## config.mk

```make
export PLATFORM = sky130hd
export DESIGN_NAME = counter_4bit_down_timer_flat
export DESIGN_NICKNAME = d
export VERILOG_FILES = /design/src/rtl/counter_4bit_down_timer_if.sv /design/src/rtl/counter_4bit_down_timer.sv /design/src/flat_wrapper.sv
export SDC_FILE = /design/constraint.sdc
export NUM_CORES = 1
export LEC_CHECK = 0
export ABC_AREA = 1
export ABC_CLOCK_PERIOD_IN_PS = 1800
export BUFFER_PORTS_ARGS = -buffer_cell sky130_fd_sc_hd__buf_2
export CORE_AREA = 3 3 61 63
export CTS_CLUSTER_SIZE = 12
export DETAILED_ROUTE_END_ITERATION = 12
export DIE_AREA = 0 0 64 66
export PLACE_DENSITY = 0.52
export SKIP_LAST_GASP = 1
export SLEW_MARGIN = 20
export SYNTH_ARGS = -nofsm -noshare
export SYNTH_HDL_FRONTEND = slang
export SYNTH_SLANG_ARGS = --single-unit
```

## constraint.sdc

```tcl
create_clock -name clk -period 1.8 [get_ports clk]
set_input_delay 0.18 -clock clk [delete_from_list [all_inputs] [get_ports clk]]
set_output_delay 0.18 -clock clk [all_outputs]
set_load 0.01 [all_outputs]
```

## src/rtl/counter_4bit_down_timer_if.sv

```systemverilog
// ---------------------------------------------------------------------------
// counter_4bit_down_timer_if
//   Control/status bundle between the controller (master) and the down timer
//   (slave).
//
//   Ports carried:
//     load_val    master->slave  WIDTH  interval, sampled on an accepted start
//     start       master->slave  1      load load_val and begin counting
//     pause       master->slave  1      hold the count while high
//     abort       master->slave  1      cancel the running count
//     auto_reload master->slave  1      periodic mode, sampled on start
//     q           slave->master  WIDTH  current count (registered)
//     busy        slave->master  1      counting or paused
//     paused      slave->master  1      paused
//     done        slave->master  1      one-cycle expiry pulse (registered)
//     is_all_zero slave->master  1      q == 0 (combinational)
// ---------------------------------------------------------------------------
interface counter_4bit_down_timer_if #(
  parameter int WIDTH = 4
);
  logic [WIDTH-1:0] load_val;
  logic             start;
  logic             pause;
  logic             abort;
  logic             auto_reload;
  logic [WIDTH-1:0] q;
  logic             busy;
  logic             paused;
  logic             done;
  logic             is_all_zero;

  modport master (
    output load_val, start, pause, abort, auto_reload,
    input  q, busy, paused, done, is_all_zero
  );

  modport slave (
    input  load_val, start, pause, abort, auto_reload,
    output q, busy, paused, done, is_all_zero
  );
endinterface

```

## src/rtl/counter_4bit_down_timer.sv

```systemverilog
// ---------------------------------------------------------------------------
// counter_4bit_down_timer
//   Loadable synchronous down counter with start/done handshake, one-shot or
//   auto-reload operation, pause and abort. Used by the controller as the
//   timing element for wait states.
//
//   Ports:
//     clk    input   system clock, all state changes on the rising edge
//     clr_n  input   synchronous reset, active-low
//     bus    slave   control/status bundle (see counter_4bit_down_timer_if)
//
//   Edge priority: clr_n, abort, start (IDLE only), pause, decrement.
//   WIDTH must match the WIDTH of the connected interface instance.
// ---------------------------------------------------------------------------
module counter_4bit_down_timer #(
  parameter int WIDTH = 4
) (
  input  logic                        clk,
  input  logic                        clr_n,
  counter_4bit_down_timer_if.slave    bus
);

  localparam logic [1:0] ST_IDLE   = 2'd0;
  localparam logic [1:0] ST_RUN    = 2'd1;
  localparam logic [1:0] ST_PAUSED = 2'd2;

  localparam logic [WIDTH-1:0] ONE  = WIDTH'(1);
  localparam logic [WIDTH-1:0] ZERO = '0;

  logic [1:0]       state;
  logic [WIDTH-1:0] q_r;
  logic [WIDTH-1:0] reload_reg;
  logic             mode_reg;
  logic             done_r;

  // NOTE: all state uses non-blocking assignments so every register sees the
  // pre-edge values of the others, independent of statement order.
  always_ff @(posedge clk) begin
    if (!clr_n) begin
      state      <= ST_IDLE;
      q_r        <= ZERO;
      reload_reg <= ZERO;
      mode_reg   <= 1'b0;
      done_r     <= 1'b0;
    end else begin
      // done is a pulse: cleared every edge unless an expiry below sets it.
      done_r <= 1'b0;

      if (bus.abort && (state != ST_IDLE)) begin
        // Cancelling is silent: no done pulse.
        q_r   <= ZERO;
        state <= ST_IDLE;
      end else begin
        case (state)
          ST_IDLE: begin
            if (bus.start) begin
              if (bus.load_val != ZERO) begin
                q_r        <= bus.load_val;
                reload_reg <= bus.load_val;
                mode_reg   <= bus.auto_reload;
                state      <= ST_RUN;
              end else begin
                // A zero interval expires immediately without leaving IDLE.
                done_r <= 1'b1;
              end
            end
          end

          ST_RUN: begin
            if (bus.pause) begin
              state <= ST_PAUSED;
            end else if (q_r > ONE) begin
              q_r <= q_r - ONE;
            end else if (q_r == ONE) begin
              done_r <= 1'b1;
              if (mode_reg) begin
                // Periodic mode reloads instead of showing 0.
                q_r <= reload_reg;
              end else begin
                q_r   <= ZERO;
                state <= ST_IDLE;
              end
            end else begin
              // q == 0 cannot occur in RUN; recover to IDLE rather than wrap.
              state <= ST_IDLE;
            end
          end

          ST_PAUSED: begin
            // The resume edge only changes state; decrement starts next edge.
            if (!bus.pause) begin
              state <= ST_RUN;
            end
          end

          default: begin
            state <= ST_IDLE;
            q_r   <= ZERO;
          end
        endcase
      end
    end
  end

  assign bus.q           = q_r;
  assign bus.done        = done_r;
  assign bus.busy        = (state == ST_RUN) || (state == ST_PAUSED);
  assign bus.paused      = (state == ST_PAUSED);
  assign bus.is_all_zero = (q_r == ZERO);

endmodule

```

## src/flat_wrapper.sv

```systemverilog
// flat-port wrapper written by rule: the top's interface ports become plain ports
module counter_4bit_down_timer_flat 
#(
  parameter int WIDTH = 4
)
  (clk, clr_n, bus_load_val, bus_start, bus_pause, bus_abort, bus_auto_reload, bus_q, bus_busy, bus_paused, bus_done, bus_is_all_zero);
  counter_4bit_down_timer_if #(.WIDTH(WIDTH)) bus_i ();
  input  logic clk;
  input  logic clr_n;
  input wire logic [$bits(bus_i.load_val)-1:0] bus_load_val;
  input wire logic [$bits(bus_i.start)-1:0] bus_start;
  input wire logic [$bits(bus_i.pause)-1:0] bus_pause;
  input wire logic [$bits(bus_i.abort)-1:0] bus_abort;
  input wire logic [$bits(bus_i.auto_reload)-1:0] bus_auto_reload;
  output wire logic [$bits(bus_i.q)-1:0] bus_q;
  output wire logic [$bits(bus_i.busy)-1:0] bus_busy;
  output wire logic [$bits(bus_i.paused)-1:0] bus_paused;
  output wire logic [$bits(bus_i.done)-1:0] bus_done;
  output wire logic [$bits(bus_i.is_all_zero)-1:0] bus_is_all_zero;
  assign bus_i.load_val = bus_load_val;
  assign bus_i.start = bus_start;
  assign bus_i.pause = bus_pause;
  assign bus_i.abort = bus_abort;
  assign bus_i.auto_reload = bus_auto_reload;
  assign bus_q = bus_i.q;
  assign bus_busy = bus_i.busy;
  assign bus_paused = bus_i.paused;
  assign bus_done = bus_i.done;
  assign bus_is_all_zero = bus_i.is_all_zero;
  counter_4bit_down_timer #(.WIDTH(WIDTH)) u_core (.clk(clk), .clr_n(clr_n), .bus(bus_i));
endmodule
```

======== After elaboration in Yosys (flattened, before gate mapping) ========
Index checks and enable logic that the tools add are counted.
storage, ports and cells
  bits in registers ....................... 12
  input port bits ......................... 10
  output and inout port bits .............. 8
  logic and storage cells ................. 51
operators by class
  add/sub/neg operators ................... 1
  order comparisons ....................... 1
  eq/ne operators ......................... 10
  multiplexer cells ....................... 21
  bitwise logic cells ..................... 3
  reductions and logical operators ........ 10
operators with widths
  cell                                                           count
  2-to-1 mux 4 bit                                               6
  2-to-1 mux 2 bit                                               7
  one-hot mux 4 bit (3 select lines)                             1
  AND reduction 5 bit                                            2
  inequality test 2 bit, second input constant                   3
  one-hot mux 2 bit (3 select lines)                             1
  2-to-1 mux 1 bit                                               5
  equality test 4 x 1 -> 1 bit, second input constant            1
  greater-than comparator 4 x 1 -> 1 bit, second input constant  1
  logical NOT 4 bit                                              1
  inequality test 4 bit, second input constant                   1
  AND reduction 4 bit                                            1
  nonzero test 4 bit                                             1
  subtractor 4 x 1 -> 4 bit, second input constant               1
  inequality test 3 x 1 -> 1 bit, second input constant          1
  inequality test 3 bit, second input constant                   1
  NOT 1 bit                                                      3
  equality test 2 x 1 -> 1 bit, second input constant            1
  equality test 2 bit, second input constant                     1
  logical NOT 2 bit                                              1
  inequality test 2 x 1 -> 1 bit, second input constant          1
  one-hot mux 1 bit (2 select lines)                             1
  nonzero test 2 bit                                             1
  OR reduction 2 bit                                             1
  other kinds (2)                                                2

======== Depth between registers and ports, before layout ========
Gate-level depths: netlist of run 1.
  word-level depth ........................ 5
  mapped depth ............................ 12
  mapped depth without buffers ............ 12

======== Worst setup path after synthesis of run 1 ========
No wires, ideal clock.
  path type ............................... flip-flop to flip-flop
  start point ............................. reg u_core.q_r[0] (netlist: u_core.bus.q[0])
  end point ............................... reg u_core.state[0]
  setup time .............................. 0.114 ns
  data arrival time ....................... 1.381 ns
  data required time ...................... 1.686 ns
  slack ................................... 0.305 ns
  cell stages (with the launch flop) ...... 13
  path buffers ............................ 0
  clock period less this slack ............ 1.495 ns
  path through ............................ dfxtp_1 inv_1 ha_1 inv_1 nand2_1 nand2_2 nand2_2 nand2_2 clkinv_2 nand2_2 nand2_1 nand2_1 nor2_2
on the way
  word-level cells in the longest chain between the ends .. 5
  elaborated cells between the ends (all ways) .. 9
  those cells by class .................... order compare: 1; eq/ne: 3; mux: 4; reduce/logical: 1
RTL lines
  element                             RTL line                       RTL
  start: declaration                  counter_4bit_down_timer.sv:31  logic [WIDTH-1:0] q_r;
  start signal: assignment            counter_4bit_down_timer.sv:58  q_r <= bus.load_val;
  start signal: assignment            counter_4bit_down_timer.sv:73  q_r <= q_r - ONE;
  start signal: assignment            counter_4bit_down_timer.sv:78  q_r <= reload_reg;
  equality test 4 x 1 -> 1 bit        counter_4bit_down_timer.sv:74  end else if (q_r == ONE) begin
  2-to-1 mux 2 bit                    counter_4bit_down_timer.sv:74
  2-to-1 mux 2 bit                    counter_4bit_down_timer.sv:72  end else if (q_r > ONE) begin
  2-to-1 mux 2 bit                    counter_4bit_down_timer.sv:70  if (bus.pause) begin
  one-hot mux 2 bit (3 select lines)  counter_4bit_down_timer.sv:54  case (state)
  end signal: assignment              counter_4bit_down_timer.sv:52  state <= ST_IDLE;
  end signal: assignment              counter_4bit_down_timer.sv:61  state <= ST_RUN;
  end signal: assignment              counter_4bit_down_timer.sv:71  state <= ST_PAUSED;
  end: declaration                    counter_4bit_down_timer.sv:30  logic [1:0] state;
Several ways; a longest one is shown, not always the timed one. The select of a mux whose other input is x is not followed.
A chain may end at the register's enable or synchronous reset.

======== Worst setup path after layout of run 1 ========
  start point ............................. reg u_core.state[1]
  end point ............................... reg u_core.q_r[3] (netlist: u_core.bus.q[3])
on the way
  word-level cells in the longest chain between the ends .. 3
  elaborated cells between the ends (all ways) .. 13
  those cells by class .................... eq/ne: 6; mux: 1; bitwise: 1; reduce/logical: 5
RTL lines
  element                                                                 RTL line                       RTL
  start signal: assignment                                                counter_4bit_down_timer.sv:40  state <= ST_IDLE;
  start signal: assignment                                                counter_4bit_down_timer.sv:52
  start signal: assignment                                                counter_4bit_down_timer.sv:61
  equality test 2 x 1 -> 1 bit, or another cell as far along              counter_4bit_down_timer.sv:54
  inequality test 3 x 1 -> 1 bit (no line), or another cell as far along  --
  AND reduction 5 bit (no line) or OR reduction 2 bit (tied branches)     --
Several ways; a longest one is shown, not always the timed one.

==> impl_metrics.yaml, run 1 <==
placed_design:
  place_hpwl_um: 1712
  placed_cells: 193
  gp_congestion: 0.7358
  port_buffers: 17
min_path:
  holdCritStartpoint: "bus_auto_reload"
  hold_class: "in -> reg"
logic_synthesis:
  synth.area.top_cells: "dfxtp_1, nand2_1, ha_1"
  syn_area_um2: 889.6
  yosys.area.top_type: "dfxtp_1"
  syn_nets: 149
  yosys_register_bits: 12
  synth_cells: 132
  synth_cell_type_count: 26
  yosysSeqAreaShare_pct: 27.00
  synth_warnings: 0
  synthDominantCellAreaShare_pct: 27.00
  synth.avg_cell_area_um2: 6.739
clock_network:
  cts_tree: "done"
  post_cts_buffers: 0
  cts_buffer_depth: 2
  cts.htree.levels: 1
  numCtsBuffers: 3
  clkTransAtPathRegs_ps: 80
  clkSinkCount: 12
  worstSkewPairLatency_ps: 270
  root_buffer: "clkbuf_4"
outcome:
  outcome: "finished clean"
critical_path:
  cp.buffers_inverters: 1
  cpPeakStageDelay_ps: 400
  crit_slowest_cell: "dfxtp_1"
  path_max_fanout: 8
  critPathLaunch: "u_core.state[1]"
  critPathLaunchType: "flop"
  critPathCaptureType: "flop"
  critical_path_class: "reg -> reg"
  cp.arrival_ps: 1720
  cp_cell_sequence: "inv_1 -> ha_1 -> a21oi_2 -> nand2_1 -> nor2_2 -> nand2_1 -> nor2_1 -> nor2_1"
  crit_family: "simple AND/OR/NAND/NOR gates"
  required_ps: 1970
  timing.rr.start: "u_core.state[1]"
  reg2reg_slack_ps: 250
timing:
  hold_viol_final: 0
  finalClockSkew_ps: 7.072
  setup_violations: 0
  max_freq_mhz: 645.0
  tightest_slew_ps: 333.7
  slew_headroom_pct: 77.75
  rsz0062_at_grt: "false"
  finalCriticalPeriod_ps: 1550
  fin_setup_tns_ps: 0
  post-route-period-util_pct: 86.13
  drv_slew: 0
power_and_ir_drop:
  pwr-share-seq_pct: 26.5
  power_frac_comb_pct: 60.1
  p_int_uw: 819.5
  p_leak_uw: 0.0004985
  switchingPower_uw: 752.2
  vdd_ir_drop_max_mv: 0.3780
  power.density_nw_per_um2: 1492
  pwr-share-clk_pct: 13.4
  switching_share_pct: 47.86
layout:
  final_nets: 169
  syn_to_final_growth_pct: 18.42
  layout_commonest_cell: "nand2_1"
  fill_cells: 363
  layout-drive-gt1-share_pct: 27.81
  layout_common_cells: "nand2_1, buf_2, nor2_1, nand3_1, dfxtp_1"
  layoutNonFillerInstCount: 197
  diodes: 0
floorplanning:
  initial_core_util_pct: 27.09
  die_h_um: 66
  coreArea_um2: 3284
  rows: 21
  die_w_um: 64
  die-area_um2: 4224
  ios: 18
global_routing:
  antenna_found_initial: 0
  grt_max_degree: 10
  grt_overflow: 0
  grt.total_usage_pct: 11.32
  grt_pass1_wl_um: 3774
  grt_pass1_vias: 872
route:
  drtIter0Drc: 40
  via_count: 841
  via_per_inst: 4.269
  ant_nets: 0
  postRouteWirelength_um: 2078
  wl_per_cell_um: 10.55
  drc: 0
  drt-pass1-iter-count: 4
job:
  cap_violations: 0
power by group through the flow:
stage | combinational [uW] | clock (uW) | sequential [uW]
floorplan | 764 | 0 | 412
global placement | 932 | 0 | 416
detailed placement | 939 | 0 | 423
CTS | 944 | 224 | 417
global route | 1120 | 235 | 427
finish | 944 | 211 | 417
through the flow:
stage	area [um2]	worst slack, ps	power (uW)	utilization [%]	hold WS, ps
2_1_floorplan	889.6	304.7	1176	-	328.9
3_3_place_gp	1013	184.7	1348	30.86	450.9
3_5_place_dp	1013	145.0	1362	30.86	460.2
4_1_cts	1050	149.0	1585	31.96	164.6
5_1_grt	1054	41.64	1785	32.08	179.2
6_report	1054	249.6	1572	32.08	176.7
metal layers:
| layer | wire length, um | GRT usage [%] | share of wire (%) | vias up |
|---|---|---|---|---|
| met2 | 986 | 19.61 | 47 | 15 |
| met5 | 0 | 0 | 0 | - |
| met3 | 62 | 2.551 | 3.0 | 2 |
| met1 | 1011 | 14.23 | 49 | 368 |
| li1 | - | - | - | 456 |
| met4 | 17 | 2.426 | 0.82 | 0 |
worst reg2reg max path: stages, from the launching register on:
cell,delay [ps]
dfxtp_1,400
inv_1,90
ha_1,300
a21oi_2,210
nand2_1,80
nor2_2,170
nand2_1,70
nor2_1,90
nor2_1,40
final timing paths:
check	depth (start not counted)	to
max reg2reg	8	u_core.bus.q[3]
min reg2reg	2	u_core.reload_reg[1]
max	8	u_core.bus.q[3]
min	3	u_core.mode_reg
Yosys cell counts (all sizes together):
| cell type | n |
|---|---|
| ha | 7 |
| a21boi | 1 |
| nor3b | 1 |
| a21oi | 9 |
| dfxtp | 12 |
| inv | 12 |
| buf | 2 |
| nand4 | 2 |
| nor2 | 21 |
| xnor2 | 1 |
| clkinv | 1 |
| nand3 | 15 |
| o21ai | 5 |
| nand2 | 42 |
| or2 | 1 |
cells by family (layout without fill, tap and decap cells):
| kind of cell | count (synthesis) | after routing | share of synthesized area, % |
|---|---|---|---|
| adder cells (fa/ha/maj) | 7 | 7 | 9.845 |
| buffers and inverters | 15 | 34 | 8.017 |
| AND/OR/NAND/NOR | 82 | 82 | 43.74 |
| XOR/XNOR | 1 | 1 | 0.9847 |
| flip-flops | 12 | 12 | 27.00 |
| AO/OA/AOI/OAI | 15 | 15 | 10.41 |
cell type report:
cell class / instances / area [um2] / share of cell area (%)
Timing Repair Buffer: 17 / 85.08 / 8.076
Multi-Input combinational cell: 105 / 580.6 / 55.11
Sequential cell: 12 / 241.5 / 22.92
Tap cell: 46 / 57.56 / 5.463
Inverter: 13 / 52.55 / 4.988
Clock buffer: 4 / 36.28 / 3.444
timing repair:
item	4_1_cts	5_1_grt
hold buffers	0	0
gates resized for setup	0	2
setup endpoints to repair	0	4
No activity file was read; power rests on OpenSTA's default activity.
==> run 2, diff against run 1 <==
--- a/config.mk
+++ b/config.mk
@@ -6,7 +6,7 @@
 export NUM_CORES = 1
 export LEC_CHECK = 0
 export ABC_AREA = 1
-export ABC_CLOCK_PERIOD_IN_PS = 1800
+export ABC_CLOCK_PERIOD_IN_PS = 1450
 export BUFFER_PORTS_ARGS = -buffer_cell sky130_fd_sc_hd__buf_2
 export CORE_AREA = 3 3 61 63
 export CTS_CLUSTER_SIZE = 12
==> constraint.sdc (replaced) <==
create_clock -name clk -period 1.45 [get_ports clk]
set_input_delay 0.145 -clock clk [delete_from_list [all_inputs] [get_ports clk]]
set_output_delay 0.145 -clock clk [all_outputs]
set_load 0.01 [all_outputs]
==> impl_metrics.yaml, run 2 (synthesized netlist as in run 1, its figures left out) <==
route:
  wl_per_cell_um: 11.09
  via_per_inst: 4.368
  drtIter0Drc: 14
  drc: 0
  ant_nets: 0
  postRouteWirelength_um: 2317
  drt-pass1-iter-count: 4
  via_count: 913
power_and_ir_drop:
  p_int_uw: 1308
  vdd_ir_drop_max_mv: 0.5979
  power_frac_comb_pct: 66.4
  switching_share_pct: 46.05
  pwr-share-seq_pct: 21.7
  p_leak_uw: 0.0005722
  pwr-share-clk_pct: 11.9
  switchingPower_uw: 1116
  power.density_nw_per_um2: 1935
critical_path:
  rr_worst_depth: 10
  crit_cells: 5
  critPathCaptureType: "output port"
  path_max_fanout: 3
  critPathLaunchType: "flop"
  critical_path_class: "reg -> out"
  required_ps: 1310
  crit_slowest_cell: "dfxtp_4"
  cp_cell_sequence: "inv_4 -> buf_6 -> ha_4 -> nor3b_2 -> buf_2"
  crit_family: "flip-flops"
  cp.arrival_ps: 1250
  cpPeakStageDelay_ps: 390
  cp.buffers_inverters: 3
timing:
  holdWs_ps: 126.5
  hold_viol_final: 0
  slew_headroom_pct: 81.38
  drv_slew: 0
  max_freq_mhz: 717.2
  tightest_slew_ps: 278.9
  finalClockSkew_ps: 8.662
  fin_setup_tns_ps: 0
  setup_violations: 0
  finalCriticalPeriod_ps: 1394
  post-route-period-util_pct: 96.16
placed_design:
  place_area_um2: 1097
  place_hpwl_um: 1810
  gp_congestion: 0.8418
  port_buffers: 17
  placed_cells: 204
global_routing:
  grt_pass1_wl_um: 3857
  grt_pass1_vias: 895
  grt_max_degree: 10
  grt_overflow: 0
  antenna_found_initial: 0
  grt.total_usage_pct: 11.47
layout:
  layoutNonFillerInstCount: 209
  layout_common_cells: "nand2_1, buf_2, nand3_1, nor2_1, buf_4"
  utilization_pct: 38.13
  diodes: 0
  syn_to_final_growth_pct: 40.79
  postLayoutCellArea_um2: 1252
  fill_cells: 359
  layout_commonest_cell: "nand2_1"
  layout-drive-gt1-share_pct: 44.17
  final_nets: 181
outcome:
  outcome: "finished clean"
floorplanning:
  rows: 21
  ios: 18
  die_w_um: 64
  coreArea_um2: 3284
  initial_core_util_pct: 27.09
  die-area_um2: 4224
  die_h_um: 66
clock_network:
  numCtsBuffers: 3
  clkSinkCount: 12
  cts_buffer_depth: 2
  clkTransAtPathRegs_ps: 90
  cts_tree: "done"
  worstSkewPairLatency_ps: 290
  root_buffer: "clkbuf_4"
  hold_buffers: 0
  cts.htree.levels: 1
min_path:
  hold_class: "in -> reg"
  worstHoldPathCells: 3
job:
  cap_violations: 0
run 2: cell types whose count changed in the layout (fill, tap and decap cells not counted), sizes merged:
cell / previous run / this run
buf: 17 / 29
clkinv: 1 / 0
inv: 12 / 13
run 2: what timing repair did:
item                       4_1_cts  5_1_grt
cloned                           0        0
pin swaps                        0        2
hold endpoints to repair         0        0
resized for setup                1       31
buffers inserted                 0        1
setup endpoints to repair        4        9
run 2: layout make-up:
class / count / area [um2] / share of cell area, %
Timing Repair Buffer: 29 / 178.9 / 14.29
Multi-Input combinational cell: 105 / 671.9 / 53.65
Inverter: 13 / 58.81 / 4.695
Clock buffer: 4 / 36.28 / 2.897
Sequential cell: 12 / 249.0 / 19.88
Tap cell: 46 / 57.56 / 4.595
run 2: power groups by stage:
stage / combinational (uW) / sequential [uW] / clock (uW)
finish: 1610 / 525 / 289
global route: 1820 / 542 / 304
CTS: 1400 / 490 / 290
detailed placement: 1380 / 498 / 0
global placement: 1370 / 494 / 0
floorplan: 948 / 514 / 0
run 2: final timing paths:
path | start | end | slack, ps
min | bus_auto_reload | u_core.mode_reg | 130
min reg2reg | u_core.reload_reg[1] | u_core.reload_reg[1] | 480
max | u_core.bus.q[0] | bus_is_all_zero | 60
max reg2reg | u_core.state[0] | u_core.state[0] | 80
run 2: stage by stage:
stage / setup WS, ps / total power [uW]
floorplan: 4.927 / 1462
detailed placement: -11.51 / 1881
CTS: 11.53 / 2179
global route: -9.365 / 2669
finish: 55.73 / 2424
global placement: 18.62 / 1867
run 2: worst min-delay path, stage by stage:
cell and delay [ps]:
buf_2 100, nand3_1 70, a21oi_1 60
run 2: metal layers:
metal | track usage (%) | wire [um] | vias up | share of wire, %
li1 | - | - | 485 | -
met1 | 13.93 | 1084 | 414 | 47
met2 | 20.13 | 1163 | 14 | 50
met3 | 3.061 | 69 | 0 | 3.0
met4 | 2.426 | 0 | 0 | 0
met5 | 0 | 0 | - | 0
